[src/rtl/ext_obi_stream_master.sv]
// OBI master that streams len consecutive 32-bit words from/to base_addr.
// Writes carry seed+k; reads are summed into rd_sum_o. One request outstanding at a time.
module ext_obi_stream_master #(
    parameter int unsigned LEN_WIDTH = 16
) (
    input  logic                 clk_i,
    input  logic                 rst_ni,
    input  logic                 start_i,
    input  logic                 write_i,
    input  logic [31:0]          base_addr_i,
    input  logic [LEN_WIDTH-1:0] len_i,
    input  logic [31:0]          seed_i,
    output logic                 busy_o,
    output logic                 done_o,
    output logic                 err_o,
    output logic [31:0]          rd_sum_o,
    output logic                 obi_req_o,
    output logic                 obi_we_o,
    output logic [3:0]           obi_be_o,
    output logic [31:0]          obi_addr_o,
    output logic [31:0]          obi_wdata_o,
    input  logic                 obi_gnt_i,
    input  logic                 obi_rvalid_i,
    input  logic [31:0]          obi_rdata_i
);

    typedef enum logic [1:0] {
        IDLE   = 2'd0,
        REQ    = 2'd1,
        WAIT_R = 2'd2,
        DONE   = 2'd3
    } state_e;

    state_e               state_q, state_d;
    logic [LEN_WIDTH-1:0] k_q, k_d;
    logic [LEN_WIDTH-1:0] len_q, len_d;
    logic                 write_q, write_d;
    logic [31:0]          addr_q, addr_d;
    logic [31:0]          wdata_q, wdata_d;
    logic [31:0]          rd_sum_q, rd_sum_d;
    logic                 err_q, err_d;

    always_ff @(posedge clk_i or negedge rst_ni) begin
        if (!rst_ni) begin
            state_q  <= IDLE;
            k_q      <= '0;
            len_q    <= '0;
            write_q  <= 1'b0;
            addr_q   <= '0;
            wdata_q  <= '0;
            rd_sum_q <= '0;
            err_q    <= 1'b0;
        end else begin
            state_q  <= state_d;
            k_q      <= k_d;
            len_q    <= len_d;
            write_q  <= write_d;
            addr_q   <= addr_d;
            wdata_q  <= wdata_d;
            rd_sum_q <= rd_sum_d;
            err_q    <= err_d;
        end
    end

    // addr_q and wdata_q track base+4k and seed+k directly, so wrap is plain 32-bit overflow.
    always_comb begin
        state_d  = state_q;
        k_d      = k_q;
        len_d    = len_q;
        write_d  = write_q;
        addr_d   = addr_q;
        wdata_d  = wdata_q;
        rd_sum_d = rd_sum_q;
        err_d    = err_q;
        case (state_q)
            IDLE: begin
                if (start_i) begin
                    write_d = write_i;
                    addr_d  = base_addr_i;
                    wdata_d = seed_i;
                    len_d   = len_i;
                    k_d     = '0;
                    err_d   = 1'b0;
                    if (!write_i) begin
                        rd_sum_d = '0;
                    end
                    if (base_addr_i[1:0] != 2'b00) begin
                        err_d   = 1'b1;
                        state_d = DONE;
                    end else if (len_i == '0) begin
                        state_d = DONE;
                    end else begin
                        state_d = REQ;
                    end
                end
            end
            REQ: begin
                if (obi_gnt_i) begin
                    state_d = WAIT_R;
                end
            end
            WAIT_R: begin
                if (obi_rvalid_i) begin
                    if (!write_q) begin
                        rd_sum_d = rd_sum_q + obi_rdata_i;
                    end
                    if (k_q == len_q - LEN_WIDTH'(1)) begin
                        state_d = DONE;
                    end else begin
                        k_d     = k_q + LEN_WIDTH'(1);
                        addr_d  = addr_q + 32'd4;
                        wdata_d = wdata_q + 32'd1;
                        state_d = REQ;
                    end
                end
            end
            DONE: begin
                state_d = IDLE;
            end
            default: begin
                state_d = IDLE;
            end
        endcase
    end

    // Request fields are decoded from state so reset drops them in the same instant.
    always_comb begin
        obi_req_o   = 1'b0;
        obi_we_o    = 1'b0;
        obi_be_o    = 4'h0;
        obi_addr_o  = '0;
        obi_wdata_o = '0;
        if (state_q == REQ) begin
            obi_req_o   = 1'b1;
            obi_we_o    = write_q;
            obi_be_o    = 4'hF;
            obi_addr_o  = addr_q;
            obi_wdata_o = write_q ? wdata_q : 32'd0;
        end
    end

    assign busy_o   = (state_q != IDLE);
    assign done_o   = (state_q == DONE);
    assign err_o    = err_q;
    assign rd_sum_o = rd_sum_q;

endmodule

[config.mk]
export PLATFORM = sky130hd
export DESIGN_NAME = ext_obi_stream_master
export DESIGN_NICKNAME = d
export VERILOG_FILES = /design/src/rtl/ext_obi_stream_master.sv
export SDC_FILE = /design/constraint.sdc
export NUM_CORES = 1
export LEC_CHECK = 0
export CAP_MARGIN = 20
export CORE_MARGIN = 2
export CORE_UTILIZATION = 35
export CTS_CLUSTER_SIZE = 12
export DETAILED_ROUTE_END_ITERATION = 16
export PLACE_DENSITY = 0.65
export SLEW_MARGIN = 20
export SYNTH_ARGS = -nofsm -noshare
export SYNTH_HDL_FRONTEND = slang
export SYNTH_SLANG_ARGS = --single-unit
[constraint.sdc]
create_clock -name clk_i -period 4.5 [get_ports clk_i]
set_input_delay 0.675 -clock clk_i [delete_from_list [all_inputs] [get_ports clk_i]]
set_output_delay 0.675 -clock clk_i [all_outputs]
set_load 0.01 [all_outputs]
Word level (Yosys, flattened, before mapping)
Cells that the tools add are included.
W data, S select, Z words.
Word-level totals
  register bits: 132
  input bits: 118
  output and inout port bits: 105
  word-level logic and storage cells: 63
Operators by class
  add/subtract/negate cells: 5
  equality and inequality tests: 10
  multiplexer cells: 31
  reductions and logical operators: 9
Operators with widths (number)
  $mux W32: 13
  $pmux W32 S2: 3
  $mux W16: 3
  $add A32 B1 Y32 const B: 1
  $add A32 B3 Y32 const B: 1
  $add A32 B32 Y32: 1
  $pmux W16 S2: 1
  $add A16 B1 Y16 const B: 1
  $eq A16 B16 Y1: 1
  $logic_not A16 Y1: 1
  $sub A16 B1 Y16 const B: 1
  $mux W2: 6
  $ne A2 B2 Y1 const B: 6
  $pmux W2 S4: 1
  $reduce_bool A2 Y1: 3
  $reduce_and A5 Y1: 1
  $eq A2 B2 Y1 const B: 2
  $mux W4: 1
  $reduce_and A4 Y1: 1
  $mux W1: 3
  $reduce_and A3 Y1: 1
  $eq A2 B1 Y1 const B: 1
  $logic_not A2 Y1: 1
  $reduce_and A2 Y1: 1

Logic depth before layout (Yosys ltp)
  depth in word-level cells: 5
  mapped depth: 15
  gate-level depth less buffers: 11

Worst setup path after synthesis
OpenSTA, ideal clock, no wires.
  path kind: input -> register
  start: in obi_rdata_i[0]
  end: reg rd_sum_q[28], in the netlist rd_sum_o[28]
  setup time: 0.121 ns
  data arrival time: 3.094 ns
  required time: 4.379 ns
  slack: 1.285 ns
  stages on the path: 11
  path buffers: 0
  cells stage by stage: ha_1 -> fa_1 -> a211oi_1 -> o211ai_1 -> a41oi_1 -> o21ai_0 -> a211o_1 -> a221o_1 -> a21oi_1 -> xnor2_1 -> a22o_1
On the way
  cells in the longest elaborated chain, start to end: 4
RTL lines
  from (decl): line 24  | input logic [31:0] obi_rdata_i
  $add A32 B32 Y32: line 105  | rd_sum_d = rd_sum_q + obi_rdata_i;
  $mux W32: line 104  | if (!write_q) begin
  $mux W32: line 103  | if (obi_rvalid_i) begin
  $pmux W32 S2: line 75  | case (state_q)
  to (signal assigned): line 60  | rd_sum_q <= rd_sum_d;
  to (decl): line 40  | logic [31:0] rd_sum_q, rd_sum_d;
No other way between the ends. The select of a mux whose other input is x is not followed.
A chain may end at the register's enable or synchronous reset.

Worst setup path after layout
  start: reg len_q[3]
  end: reg wdata_q[28]
On the way
  cells in the longest elaborated chain, start to end: 4
RTL lines
  from (decl): line 36  | logic [LEN_WIDTH-1:0] len_q, len_d;
  from (signal assigned): line 56  | len_q <= len_d;
  $sub A16 B1 Y16: line 107  | if (k_q == len_q - LEN_WIDTH'(1)) begin
  $eq A16 B16 Y1: line 107
  $ne A2 B2 Y1 (no source line)
  $reduce_and A4 Y1 (no source line)
  to (signal assigned): line 59  | wdata_q <= wdata_d;
  to (decl): line 39  | logic [31:0] wdata_q, wdata_d;
No other way between the ends.

==> qor.yml <==
vias_per_cell: 5.50
place_hpwl_mm: 20.6
drive_gt1_frac: 0.0664
setup-tns-final_ps: 0
cap_viol_max_count: 0
fin_skew_ps: 10.1
wl_per_cell_um: 17.6
finalPower_mw: 8.32
synth_seq_cells: 132
dr.pass1.iters: 5
clk_pin_slew_ps: 70
mostFrequentLayoutCell: "clkdlybuf4s50_1"
period_minus_slack_ps: 3660
post-route-period-util: 0.813
postCtsResizedCells: 0
crit_path_start_kind: "register"
rsz0062_at_grt: "no"
clock_sinks: 132
die_width_um: 167
cts_tree: "yes"
p_leak_nw: 5.22
cp_num_buf_inv: 2
netlist_area_um2: 9280
ant_nets: 0
place_area_um2: 11800
cts_buffer_depth: 2
port_buffers: 222
nNetsFinal: 1436
drt-initial-drc-count: 531
syn_nets: 1255
grt_pass1_wl_mm: 46.3
hp-class: "in -> async"
async_flop_share: 1.00
synth_top_area_share: 0.356
rows: 59
setup_viol_count_final: 0
ctsHtreeMaxLevel: 4
ctsHoldBuffers: 0
grt_max_degree: 74
whs_ps: 279
fmax_mhz: 273
crit_chain: "or4_4 -> nor4_4 -> mux2_1 -> mux2i_1 -> o21ai_1 -> nor4b_4 -> buf_4 -> nor2_4 -> buf_12 -> o21ai_0 -> a22o_1"
yosys.cell_types.count: 69
hold_violations: 0
p_per_area_nw_per_um2: 671
netlist_instances: 1101
avgSynthCellArea_um2: 8.43
ys.flop_type: "dfrtp_1"
synthToLayoutAreaGrowth_pct: 33.5
die_height_um: 167
final_cell_mix: "221 x clkdlybuf4s50_1, 132 x dfrtp_1, 107 x a21oi_1"
cts_root_buffer: "clkbuf_16"
cp_slowest_cell: "or4_4"
status: "finished clean"
tightest_slew_ps: 1060
grtUsageTotal: 0.204
vias: 8971
worstPathMaxFanout: 39
slew_violations: 0
synth_area_leaders: "dfrtp_1 36%, a21oi_1 5.8%, ha_1 4.7%"
start_util: 0.356
grt_pass1_vias: 8687
cts_setup_buffers: 0
grt_overflow: 0
gp_congestion: 0.839
io_pins: 223
critPathMaxStageDelay_ps: 610
die-area_um2: 27800
vdd_drop_max_mv: 0.288
cp.required_ps: 4810
fin_area_um2: 12400
yosys_warnings: 0
route.detailed.drc: 0
end_kind: "register"
routed_wl_mm: 28.7
criticalPathCategory: "reg -> reg"
yosysTopAreaCell: "dfrtp_1"
antenna_found_initial: 3
core_um2: 26100
critPathArrivalTime_ps: 3960
cts_buffers: 17
synth_edf_count: 0
max-slew-margin-rel: 0.297
clk_latency_ps: 420
crit_family: "simple AND/OR/NAND/NOR gates"
ys_seq_area_frac: 0.356
## worst paths after layout
kind	from	to	slack, ps	cells after the start
max	len_q[3]	wdata_q[28]	840	11
min	rst_ni	addr_q[15]	280	1
max reg2reg	len_q[3]	wdata_q[28]	840	11
min reg2reg	addr_q[1]	addr_q[1]	500	1
max in group asynchronous	rst_ni	addr_q[11]	3270	2
min in group clk_i	addr_q[1]	addr_q[1]	500	1
## metal layers
layer | track usage | routed length [µm] | part of all wire | vias to the layer above
met5 | 0 | 13 | 0.00045 | -
met4 | 0.0645 | 621 | 0.022 | 2
met3 | 0.0506 | 1660 | 0.058 | 32
met2 | 0.328 | 13300 | 0.46 | 240
met1 | 0.271 | 13100 | 0.46 | 4270
li1 | - | - | - | 4427
## where the power goes
group / switching (mW) / internal (mW) / leakage, nW
logic: 2.30 / 2.14 / 3.31
registers: 0.706 / 1.72 / 1.62
clock network: 0.603 / 0.851 / 0.293
## worst reg2reg max path, stage by stage, from the launching register on
cell and delay (ps):
dfrtp_1 470, or4_4 610, nor4_4 380, mux2_1 350
mux2i_1 140, o21ai_1 70, nor4b_4 160, buf_4 200
nor2_4 540, buf_12 300, o21ai_0 130, a22o_1 210
## cell families (layout without fill, tap and decap cells)
| family | count (synthesis) | after routing | share of synthesized area |
|---|---|---|---|
| adder cells (fa/ha/maj) | 36 | 36 | 0.0493 |
| XOR/XNOR | 47 | 47 | 0.0444 |
| multiplexers | 26 | 26 | 0.0303 |
| flip-flops | 132 | 132 | 0.356 |
| AO/OA/AOI/OAI | 354 | 354 | 0.243 |
| buffers and inverters | 94 | 288 | 0.0431 |
| AND/OR/NAND/NOR | 412 | 412 | 0.234 |
| other | 0 | 2 | 0 |
## synth_stat cells, types with 12 or more instances
cell type,count
xnor2_1,30
inv_1,17
nand2_1,94
a21oi_1,107
nand4_1,16
nand3_1,45
nor3_1,18
dfrtp_1,132
nor2_1,74
a22o_1,32
mux2_2,16
nor4_1,13
and3_1,53
o21ai_0,81
nand2b_1,13
and2_1,39
nor2b_1,14
o22ai_1,18
a21o_1,18
ha_1,35
xor2_1,17
a2bb2oi_1,16
clkbuf_1,58
a31oi_1,12
## cell type report
class | count | area [µm²]
fillers | 2516 | 13700
clock buffers | 18 | 439
well taps | 335 | 419
diodes | 2 | 5.00
repair buffers | 239 | 2390
clock inverters | 14 | 168
multi-input cells | 875 | 5600
inverters | 17 | 63.8
flip-flops and latches | 132 | 3300
## registers in the layout (all words and copies together) (netlist names)
register and count:
rd_sum_o 32, write_q 1, k_q 16, addr_q 32, wdata_q 32, err_o 1, state_q 2, len_q 16
## through the flow
stage / cells / worst slack (ps) / util
after floorplan: 1101 / 1280 / -
after global placement: 1598 / 600 / 0.452
after detailed placement: 1598 / 573 / 0.452
after CTS: 1630 / 826 / 0.475
after global routing: 1630 / 579 / 0.475
final: 1632 / 843 / 0.475
Note: power is estimated with default switching activity, not from simulation.
